==> config.mk <==
export PLATFORM = sky130hd
export DESIGN_NAME = if_id_fetch_queue_flat
export DESIGN_NICKNAME = d
export VERILOG_FILES = /design/src/rtl/if_id_fetch_queue_if.sv /design/src/rtl/if_id_fetch_queue.sv /design/src/flat_wrapper.sv
export SDC_FILE = /design/constraint.sdc
export NUM_CORES = 1
export LEC_CHECK = 0
export CAP_MARGIN = 20
export CORE_UTILIZATION = 45
export DETAILED_ROUTE_END_ITERATION = 12
export PLACE_DENSITY = 0.7
export RECOVER_POWER = 50
export SYNTH_ARGS = -nofsm -noshare
export SYNTH_HDL_FRONTEND = slang
export SYNTH_SLANG_ARGS = --single-unit
export TNS_END_PERCENT = 50
==> constraint.sdc <==
create_clock -name clk_i -period 12.5 [get_ports clk_i]
set_input_delay 1.25 -clock clk_i [delete_from_list [all_inputs] [get_ports clk_i]]
set_output_delay 1.25 -clock clk_i [all_outputs]
set_load 0.02 [all_outputs]
==> src/rtl/if_id_fetch_queue_if.sv <==
// Handshake bundle between IF, the fetch queue and ID.
// The queue sits on the slave side; the fetch/decode environment uses master.
interface if_id_fetch_queue_if #(
  parameter int ADDR_W = 32,
  parameter int DEPTH  = 4
);
  localparam int CNT_W = $clog2(DEPTH) + 1;

  logic              push_i;
  logic [ADDR_W-1:0] inst_addr_i;
  logic [31:0]       inst_i;
  logic              push_ready_o;
  logic              hd_i;
  logic              flush_i;
  logic              valid_o;
  logic [31:0]       inst_o;
  logic [ADDR_W-1:0] inst_addr_o;
  logic [5:0]        op_o;
  logic [4:0]        rs_o;
  logic [4:0]        rt_o;
  logic [4:0]        rd_o;
  logic [15:0]       imm_o;
  logic [25:0]       jaddr_o;
  logic [CNT_W-1:0]  count_o;

  modport master (
    output push_i, inst_addr_i, inst_i, hd_i, flush_i,
    input  push_ready_o, valid_o, inst_o, inst_addr_o,
    input  op_o, rs_o, rt_o, rd_o, imm_o, jaddr_o, count_o
  );

  modport slave (
    input  push_i, inst_addr_i, inst_i, hd_i, flush_i,
    output push_ready_o, valid_o, inst_o, inst_addr_o,
    output op_o, rs_o, rt_o, rd_o, imm_o, jaddr_o, count_o
  );
endinterface

==> src/rtl/if_id_fetch_queue.sv <==
// DEPTH-entry IF/ID instruction queue: circular buffer updated on the falling
// edge, head presented combinationally and pre-split into MIPS fields.
module if_id_fetch_queue #(
  parameter int          ADDR_W = 32,
  parameter int          DEPTH  = 4,
  parameter logic [31:0] BUBBLE = 32'hFC000000
) (
  input  logic              clk_i,
  input  logic              rst_i,
  if_id_fetch_queue_if.slave q
);
  localparam int PTR_W = $clog2(DEPTH);
  localparam int CNT_W = PTR_W + 1;
  localparam logic [PTR_W-1:0] PTR_ONE = 1;
  localparam logic [CNT_W-1:0] CNT_ONE = 1;
  localparam logic [CNT_W-1:0] CNT_FULL = CNT_W'(DEPTH);

  logic [31:0]       r_inst_mem [DEPTH];
  logic [ADDR_W-1:0] r_addr_mem [DEPTH];
  logic [PTR_W-1:0]  r_rd_ptr;
  logic [PTR_W-1:0]  r_wr_ptr;
  logic [CNT_W-1:0]  r_count;

  logic        w_valid;
  logic        w_full;
  logic        w_pop;
  logic        w_ready;
  logic        w_push;
  logic [31:0] w_inst;

  assign w_valid = (r_count != '0);
  assign w_full  = (r_count == CNT_FULL);
  assign w_pop   = w_valid & ~q.hd_i & ~q.flush_i;
  // A full queue still accepts when the head leaves on the same edge.
  assign w_ready = ~q.flush_i & (~w_full | w_pop);
  assign w_push  = q.push_i & w_ready;

  assign w_inst = w_valid ? r_inst_mem[r_rd_ptr] : BUBBLE;

  assign q.push_ready_o = w_ready;
  assign q.valid_o      = w_valid;
  assign q.inst_o       = w_inst;
  assign q.inst_addr_o  = w_valid ? r_addr_mem[r_rd_ptr] : '0;
  assign q.op_o         = w_inst[31:26];
  assign q.rs_o         = w_inst[25:21];
  assign q.rt_o         = w_inst[20:16];
  assign q.rd_o         = w_inst[15:11];
  assign q.imm_o        = w_inst[15:0];
  assign q.jaddr_o      = w_inst[25:0];
  assign q.count_o      = r_count;

  // Slot contents need no reset: only live slots ever reach the outputs.
  always_ff @(negedge clk_i) begin
    if (w_push && !rst_i) begin
      r_inst_mem[r_wr_ptr] <= q.inst_i;
      r_addr_mem[r_wr_ptr] <= q.inst_addr_i;
    end
  end

  always_ff @(negedge clk_i) begin
    if (rst_i) begin
      r_rd_ptr <= '0;
      r_wr_ptr <= '0;
      r_count  <= '0;
    end else if (q.flush_i) begin
      r_rd_ptr <= r_wr_ptr;
      r_count  <= '0;
    end else begin
      if (w_pop)  r_rd_ptr <= r_rd_ptr + PTR_ONE;
      if (w_push) r_wr_ptr <= r_wr_ptr + PTR_ONE;
      if (w_push && !w_pop)      r_count <= r_count + CNT_ONE;
      else if (w_pop && !w_push) r_count <= r_count - CNT_ONE;
    end
  end
endmodule

==> src/flat_wrapper.sv <==
// flat-port wrapper written by rule: the top's interface ports become plain ports
module if_id_fetch_queue_flat 
#(
  parameter int          ADDR_W = 32,
  parameter int          DEPTH  = 4,
  parameter logic [31:0] BUBBLE = 32'hFC000000
)
  (clk_i, rst_i, q_push_i, q_inst_addr_i, q_inst_i, q_hd_i, q_flush_i, q_push_ready_o, q_valid_o, q_inst_o, q_inst_addr_o, q_op_o, q_rs_o, q_rt_o, q_rd_o, q_imm_o, q_jaddr_o, q_count_o);
  if_id_fetch_queue_if #(.ADDR_W(ADDR_W), .DEPTH(DEPTH)) q_i ();
  input  logic clk_i;
  input  logic rst_i;
  input wire logic [$bits(q_i.push_i)-1:0] q_push_i;
  input wire logic [$bits(q_i.inst_addr_i)-1:0] q_inst_addr_i;
  input wire logic [$bits(q_i.inst_i)-1:0] q_inst_i;
  input wire logic [$bits(q_i.hd_i)-1:0] q_hd_i;
  input wire logic [$bits(q_i.flush_i)-1:0] q_flush_i;
  output wire logic [$bits(q_i.push_ready_o)-1:0] q_push_ready_o;
  output wire logic [$bits(q_i.valid_o)-1:0] q_valid_o;
  output wire logic [$bits(q_i.inst_o)-1:0] q_inst_o;
  output wire logic [$bits(q_i.inst_addr_o)-1:0] q_inst_addr_o;
  output wire logic [$bits(q_i.op_o)-1:0] q_op_o;
  output wire logic [$bits(q_i.rs_o)-1:0] q_rs_o;
  output wire logic [$bits(q_i.rt_o)-1:0] q_rt_o;
  output wire logic [$bits(q_i.rd_o)-1:0] q_rd_o;
  output wire logic [$bits(q_i.imm_o)-1:0] q_imm_o;
  output wire logic [$bits(q_i.jaddr_o)-1:0] q_jaddr_o;
  output wire logic [$bits(q_i.count_o)-1:0] q_count_o;
  assign q_i.push_i = q_push_i;
  assign q_i.inst_addr_i = q_inst_addr_i;
  assign q_i.inst_i = q_inst_i;
  assign q_i.hd_i = q_hd_i;
  assign q_i.flush_i = q_flush_i;
  assign q_push_ready_o = q_i.push_ready_o;
  assign q_valid_o = q_i.valid_o;
  assign q_inst_o = q_i.inst_o;
  assign q_inst_addr_o = q_i.inst_addr_o;
  assign q_op_o = q_i.op_o;
  assign q_rs_o = q_i.rs_o;
  assign q_rt_o = q_i.rt_o;
  assign q_rd_o = q_i.rd_o;
  assign q_imm_o = q_i.imm_o;
  assign q_jaddr_o = q_i.jaddr_o;
  assign q_count_o = q_i.count_o;
  if_id_fetch_queue #(.ADDR_W(ADDR_W), .DEPTH(DEPTH), .BUBBLE(BUBBLE)) u_core (.clk_i(clk_i), .rst_i(rst_i), .q(q_i));
endmodule
# Word level (Yosys, flattened, before mapping)
# Memory sizes are Yosys's and may differ from the RTL's. A register that Yosys moved wholly into a read port is not among the register bits.
# Cells that the tools add are included.
# word_totals
ff_bits,7
latch_bits,0
mem_bits_rw,256
romBits,0
inputBits,69
out_inout_bits,132
elab_cells,41
mem_count,2
# op_classes
addsub,4
mul,0
n_div,0
magnitude_cmp,0
eq_ne,1
n_shift,0
mux,12
bitwise_logic,8
n_reduce_logical,11
# mem_list
name,depth,word_bits,rd,rd_clocked_by_memory_dff,write_ports,line_no,text
u_core.r_addr_mem,4,32,1,1,1,if_id_fetch_queue.sv:19,logic [ADDR_W-1:0] r_addr_mem [DEPTH];
u_core.r_inst_mem,4,32,1,1,1,if_id_fetch_queue.sv:18,logic [31:0] r_inst_mem [DEPTH];
# ops
cell,count
$mux W32,2
$mux W2,6
$mux W3,2
$add A2 B1 Y2 const B,2
$and A1 B1 Y1,4
$reduce_bool A2 Y1,2
$add A3 B1 Y3 const B,1
$eq A3 B3 Y1 const B,1
$logic_and A1 B1 Y1,3
$logic_not A1 Y1,3
$not A1 Y1,3
$reduce_bool A3 Y1,1
$sub A3 B1 Y3 const B,1
$mux W1,2
$reduce_and A2 Y1,1
$reduce_or A2 Y1,1
$or A1 B1 Y1,1

# Longest topological paths before layout
# Gate-level depths: netlist (run 1).
# logic_depth
word_depth,10
depth_mapped,9

==> results of run 1 <==
power breakdown:
part / switching, W / internal, W / total [W]
logic: 0.000105 / 0.000109 / 0.000214
registers: 0.0000148 / 0.000995 / 0.00101
clock network: 0.000550 / 0.000619 / 0.00117
cell type report:
type                    count  area, µm²
well taps                 319        399
repair buffers            210       2060
flip-flops and latches    265       7880
clock inverters           290       1230
diodes                      2       5.00
fillers                  1761       8950
clock buffers              29        726
inverters                   7       26.3
multi-input cells         165       2270
worst register-to-register path: cells and delay by family (launching register included):
family                 cells  cell delay (ns)
AO/OA/AOI/OAI              1             0.44
buffers and inverters      1             1.15
flip-flops                 1             0.44
AND/OR/NAND/NOR            2             0.42
cell usage after synthesis, drive strengths merged:
cell type,count
a211oi,1
a21oi,2
a311o,1
a31oi,1
and2,58
buf,77
clkbuf,9
dfxtp,9
edfxtp,256
fa,1
ha,5
inv,8
mux2,1
mux2i,2
mux4,64
nand2b,2
nor2,3
nor3,4
nor3b,4
nor4,1
o21a,1
o21ai,1
o31a,3
or2,6
or3,2
xor2,2
kinds of logic after synthesis:
logic type	share of synthesized area
flops	0.727
buf+inv	0.0641
simple gates	0.0455
mux	0.148
compound gates	0.00670
fa+ha+maj	0.00763
xor+xnor	0.00162
stage by stage:
step,setup WS [ns],util
6_report,1.63,0.620
2_1_floorplan,-0.783,-
3_3_place_gp,2.19,0.538
3_5_place_dp,2.17,0.538
4_1_cts,1.52,0.621
5_1_grt,1.40,0.619
per-layer routing:
layer / share of wire / wire length, µm / GRT usage
met3: 0.077 / 1680 / 0.0798
met2: 0.52 / 11300 / 0.305
met1: 0.39 / 8420 / 0.180
met4: 0.015 / 331 / 0.0957
met5: 0.00083 / 18 / 0
registers in the layout (all words and copies together), names as in the netlist, named ones only:
register           cells
u_core.q.count_o       3
u_core.r_wr_ptr        2
u_core.r_inst_mem    128
u_core.r_addr_mem    128
u_core.r_rd_ptr        2
worst paths after layout:
path	from	endpoint	slack (ns)	cells after the start
worst max-delay path	flip-flop	q_inst_addr_o[14]	1.63	4
worst min-delay path	u_core.r_wr_ptr[1]	u_core.r_wr_ptr[1]	0.54	2
worst max register to register	u_core.q.count_o[0]	u_core.r_inst_mem[1][10]	9.63	4
worst min register to register	u_core.r_wr_ptr[1]	u_core.r_wr_ptr[1]	0.54	2
==> impl_metrics.py, run 1 <==
metrics = {
    "drt": {
        "drt_iter0_markers": 251,
        "post-route-drc-count": 0,
        "drt_pass1_iterations": 6,
        "detail-route-antenna-nets": 0,
        "wirelength_um": 21800,
        "vias": 6242,
        "viasPerCell": 4.85,
        "wl_per_cell_um": 16.9,
    },
    "cts": {
        "htree_levels": 1,
        "cts_hold_buf": 0,
        "cts_buffers": 29,
        "cts_tree": "done",
        "cts_root_buf": "clkbuf_16",
        "cts_resized": 0,
        "clock_path_buffers": 3,
        "clock-sinks": 265,
        "clkTransAtPathRegs_ns": 0.05,
        "clk_latency_ns": 0.60,
        "post_cts_buffers": 0,
    },
    "floorplanning": {
        "core_um2": 23500,
        "fp.dieArea_um2": 24700,
        "start_util": 0.460,
        "die_y_um": 157,
        "die_x_um": 157,
        "rows": 56,
        "io_pins": 201,
    },
    "hold_path": {
        "holdCritPathClass": "reg -> reg",
    },
    "sta": {
        "slew_headroom": -0.0246,
        "setup_viol": 0,
        "hold_violations": 0,
        "tightestPinTransition_ns": 1.54,
        "skew_ns": 0.0245,
        "finalMaxSlewViolations": 24,
        "hold_slack_ns": 0.537,
        "tns_ns": 0,
        "rsz0062_at_grt": "false",
    },
    "critical_path": {
        "crit_family": "buffers and inverters",
        "arrival_ns": 9.62,
        "cp_max_fo": 47,
        "crit_slowest_cell": "dfxtp_4",
        "slowest_delay_ns": 0.93,
        "worstSetupEndpointType": "output port",
        "required_ns": 11.25,
        "critPathKind": "reg -> out",
        "cp-start-kind": "flip-flop",
        "cp_num_buf_inv": 2,
        "path_cells": "buf_4 > mux4_1 > and2_1 > clkdlybuf4s50_1",
    },
    "global_routing": {
        "grt_pass1_wl_um": 33200,
        "track_usage": 0.177,
        "grt_pass1_vias": 7112,
        "antenna_found_initial": 4,
        "grt_overflow": 0,
        "grt_max_degree": 65,
    },
    "logic_synthesis": {
        "yosysTopAreaCellShare": 0.710,
        "synth_area_um2": 10800,
        "syn-num-nets": 599,
        "synth.top_cells.by_area": "edfxtp_1 71%, mux4_1 8.3%, mux4_2 6.2%, buf_4 4.4%, and2_1 3.4%",
        "avgSynthCellArea_um2": 20.7,
        "yosys_warnings": 0,
        "synth_cells": 524,
        "yosysTopAreaCell": "edfxtp_1",
        "yosysUniqueCellTypes": 31,
        "synth-seq-area-share": 0.727,
        "ys_ff_latch": 265,
    },
    "layout": {
        "syn_to_final_growth_pct": 34.7,
        "final_cell_area_um2": 14600,
        "mostFrequentLayoutCells": "278 x inv_1, 256 x edfxtp_1, 134 x clkdlybuf4s50_1, 66 x dlygate4sd3_1, 58 x and2_1",
        "finalNonFillerCells": 1287,
        "layout_commonest_cell": "inv_1",
        "drive_gt1_frac": 0.0942,
        "nets": 1018,
    },
    "outcome": {
        "violations": "max-capacitance violations, max-slew violations",
        "status": "complete, but fails checks",
    },
    "place": {
        "placedCellCount": 967,
        "dpl_cell_area_um2": 12700,
        "port_buffers": 200,
        "dp_hpwl_um": 12000,
        "gp_congestion": 0.713,
    },
    "run": {
        "drv_cap": 1,
    },
    "power": {
        "p_per_area_nw_per_um2": 164,
        "leakage_nw": 5.84,
        "vdd_drop_max_v": 0.000101,
        "power_w": 0.00239,
    },
}
Note: power is estimated with default switching activity, not from simulation.
==> run 2: changes to the inputs <==
--- a/config.mk
+++ b/config.mk
@@ -9,5 +9,5 @@
 export CORE_UTILIZATION = 45
 export DETAILED_ROUTE_END_ITERATION = 12
-export PLACE_DENSITY = 0.7
+export PLACE_DENSITY = 0.73
 export RECOVER_POWER = 50
 export SYNTH_ARGS = -nofsm -noshare
==> constraint.sdc (replaced) <==
create_clock -name clk_i -period 9.9 [get_ports clk_i]
set_input_delay 1.98 -clock clk_i [delete_from_list [all_inputs] [get_ports clk_i]]
set_output_delay 1.98 -clock clk_i [all_outputs]
set_load 0.02 [all_outputs]
==> run 2 against run 1 <==
Compared with the run above:
- the flow still finishes with violations (max-capacitance violations, max-slew violations)
- design area grew 0.51%
- die area is the same
- global-route usage shrank 0.084 points
- critical path depth is the same
- clock skew grew 0.0031 ns
- worst hold slack lost 0.015 ns
- largest cell class unchanged
- largest power group unchanged
==> impl_metrics.py, run 2 (synthesis results as in run 1) <==
metrics = {
    "outcome": {
        "status": "complete, but fails checks",
        "violations": "max-capacitance violations, max-slew violations",
    },
    "drt": {
        "drt_iter0_markers": 209,
        "viasPerCell": 4.84,
        "wirelength_um": 21300,
        "vias": 6245,
        "drt_pass1_iterations": 5,
        "detail-route-antenna-nets": 0,
        "post-route-drc-count": 0,
        "wl_per_cell_um": 16.5,
    },
    "cts": {
        "cts_tree": "done",
        "clock-sinks": 265,
        "post_cts_buffers": 0,
        "cts_root_buf": "clkbuf_16",
        "cts_buffers": 28,
        "clock_path_buffers": 3,
        "clkTransAtPathRegs_ns": 0.04,
        "clk_latency_ns": 0.60,
        "htree_levels": 1,
    },
    "floorplanning": {
        "die_x_um": 157,
        "rows": 56,
        "core_um2": 23500,
        "io_pins": 201,
        "fp.dieArea_um2": 24700,
        "die_y_um": 157,
        "start_util": 0.460,
    },
    "global_routing": {
        "grt_max_degree": 65,
        "track_usage": 0.176,
        "grt_pass1_wl_um": 33100,
        "grt_overflow": 0,
        "grt_pass1_vias": 7039,
        "antenna_found_initial": 6,
    },
    "sta": {
        "slew_headroom": -0.110,
        "skew_ns": 0.0276,
        "hold_violations": 0,
        "tightestPinTransition_ns": 1.67,
        "finalMaxSlewViolations": 27,
        "rsz0062_at_grt": "false",
        "hold_slack_ns": 0.522,
        "setup_viol": 0,
    },
    "hold_path": {
        "hold_depth": 2,
        "holdCritPathClass": "reg -> reg",
    },
    "critical_path": {
        "cp_max_fo": 23,
        "critPathKind": "reg -> out",
        "rr_worst_depth": 5,
        "required_ns": 7.92,
        "cp-start-kind": "flip-flop",
        "arrival_ns": 7.75,
        "worstSetupEndpointType": "output port",
    },
    "layout": {
        "mostFrequentLayoutCells": "279 x inv_1, 256 x edfxtp_1, 134 x clkdlybuf4s50_1, 66 x dlygate4sd3_1, 58 x and2_1",
        "nets": 1021,
        "syn_to_final_growth_pct": 35.4,
        "drive_gt1_frac": 0.0993,
        "fill_cells": 1748,
        "layout_commonest_cell": "inv_1",
    },
    "place": {
        "dp_hpwl_um": 12000,
        "port_buffers": 200,
        "gp_congestion": 0.727,
    },
    "power": {
        "vdd_drop_max_v": 0.000183,
        "leakage_nw": 5.88,
        "p_per_area_nw_per_um2": 201,
        "power_w": 0.00295,
    },
    "run": {
        "drv_cap": 1,
    },
}
## run 2: changes by cell type in the layout (fill, tap and decap cells not counted)
cell       previous run  this run
buf_4                 6         3
nor3b_1               4         2
inv_1               278       279
nor3b_4               0         2
inv_4                 2         4
clkinv_4              2         0
inv_2                 1         0
bufinv_16             4         2
buf_2                 0         1
buf_12                0         7
clkbuf_2              0         2
inv_6                 2         1
diode_2               2         4
clkbuf_1              4         1
## run 2: worst paths after layout
kind                        from                       end  slack [ns]
max                    flip-flop              q_inst_o[28]        0.17
min           u_core.r_wr_ptr[1]        u_core.r_wr_ptr[1]        0.52
min reg2reg   u_core.r_wr_ptr[1]        u_core.r_wr_ptr[1]        0.52
max reg2reg  u_core.q.count_o[0]  u_core.r_inst_mem[3][12]        6.86
## run 2: repair_timing
action | CTS | global route
setup endpoints to repair | 0 | 20
hold buffers | 0 | 0
gates resized for setup | 0 | 2
## run 2: cell type report
cell class,count,area [µm²],share of cell area
inverters,7,28.8,0.00196
well taps,319,399,0.0272
multi-input cells,165,2290,0.156
clock buffers,29,726,0.0495
diodes,4,10.0,0.000683
repair buffers,214,2180,0.149
flip-flops and latches,265,7880,0.537
clock inverters,287,1150,0.0786
## run 2: power breakdown
part | leakage (nW) | total (W) | switching (W) | internal, W
Clock | 1.86 | 0.00140 | 0.000677 | 0.000723
Sequential | 2.39 | 0.00127 | 0.00000964 | 0.00126
Combinational | 1.63 | 0.000287 | 0.000142 | 0.000145
## run 2: metal layers
metal / vias to the layer above / share of wire / GRT usage
met3: 48 / 0.073 / 0.0793
met2: 246 / 0.52 / 0.292
met5: - / 0.0011 / 0
met1: 3058 / 0.38 / 0.186
met4: 4 / 0.025 / 0.102
li1: 2889 / - / -
## run 2: critical path, cell delays in order, from the launching register on
cell and delay, ns:
dfxtp_4 0.53, buf_12 0.25, mux4_1 0.55, or2_2 0.33, clkdlybuf4s50_1 0.55
## run 2: metrics by stage
stage / utilization / area [µm²] / TNS [ns] / instances / setup WS, ns
final: 0.623 / 14700 / 0 / 1290 / 0.173
after global routing: 0.623 / 14700 / 0 / 1289 / 0.0385
after global placement: 0.546 / 12800 / 0 / 971 / 0.598
after floorplan: - / 10800 / -145.07 / 524 / -0.583
after detailed placement: 0.546 / 12800 / 0 / 971 / 0.420
after CTS: 0.625 / 14700 / 0 / 1286 / 0.0823
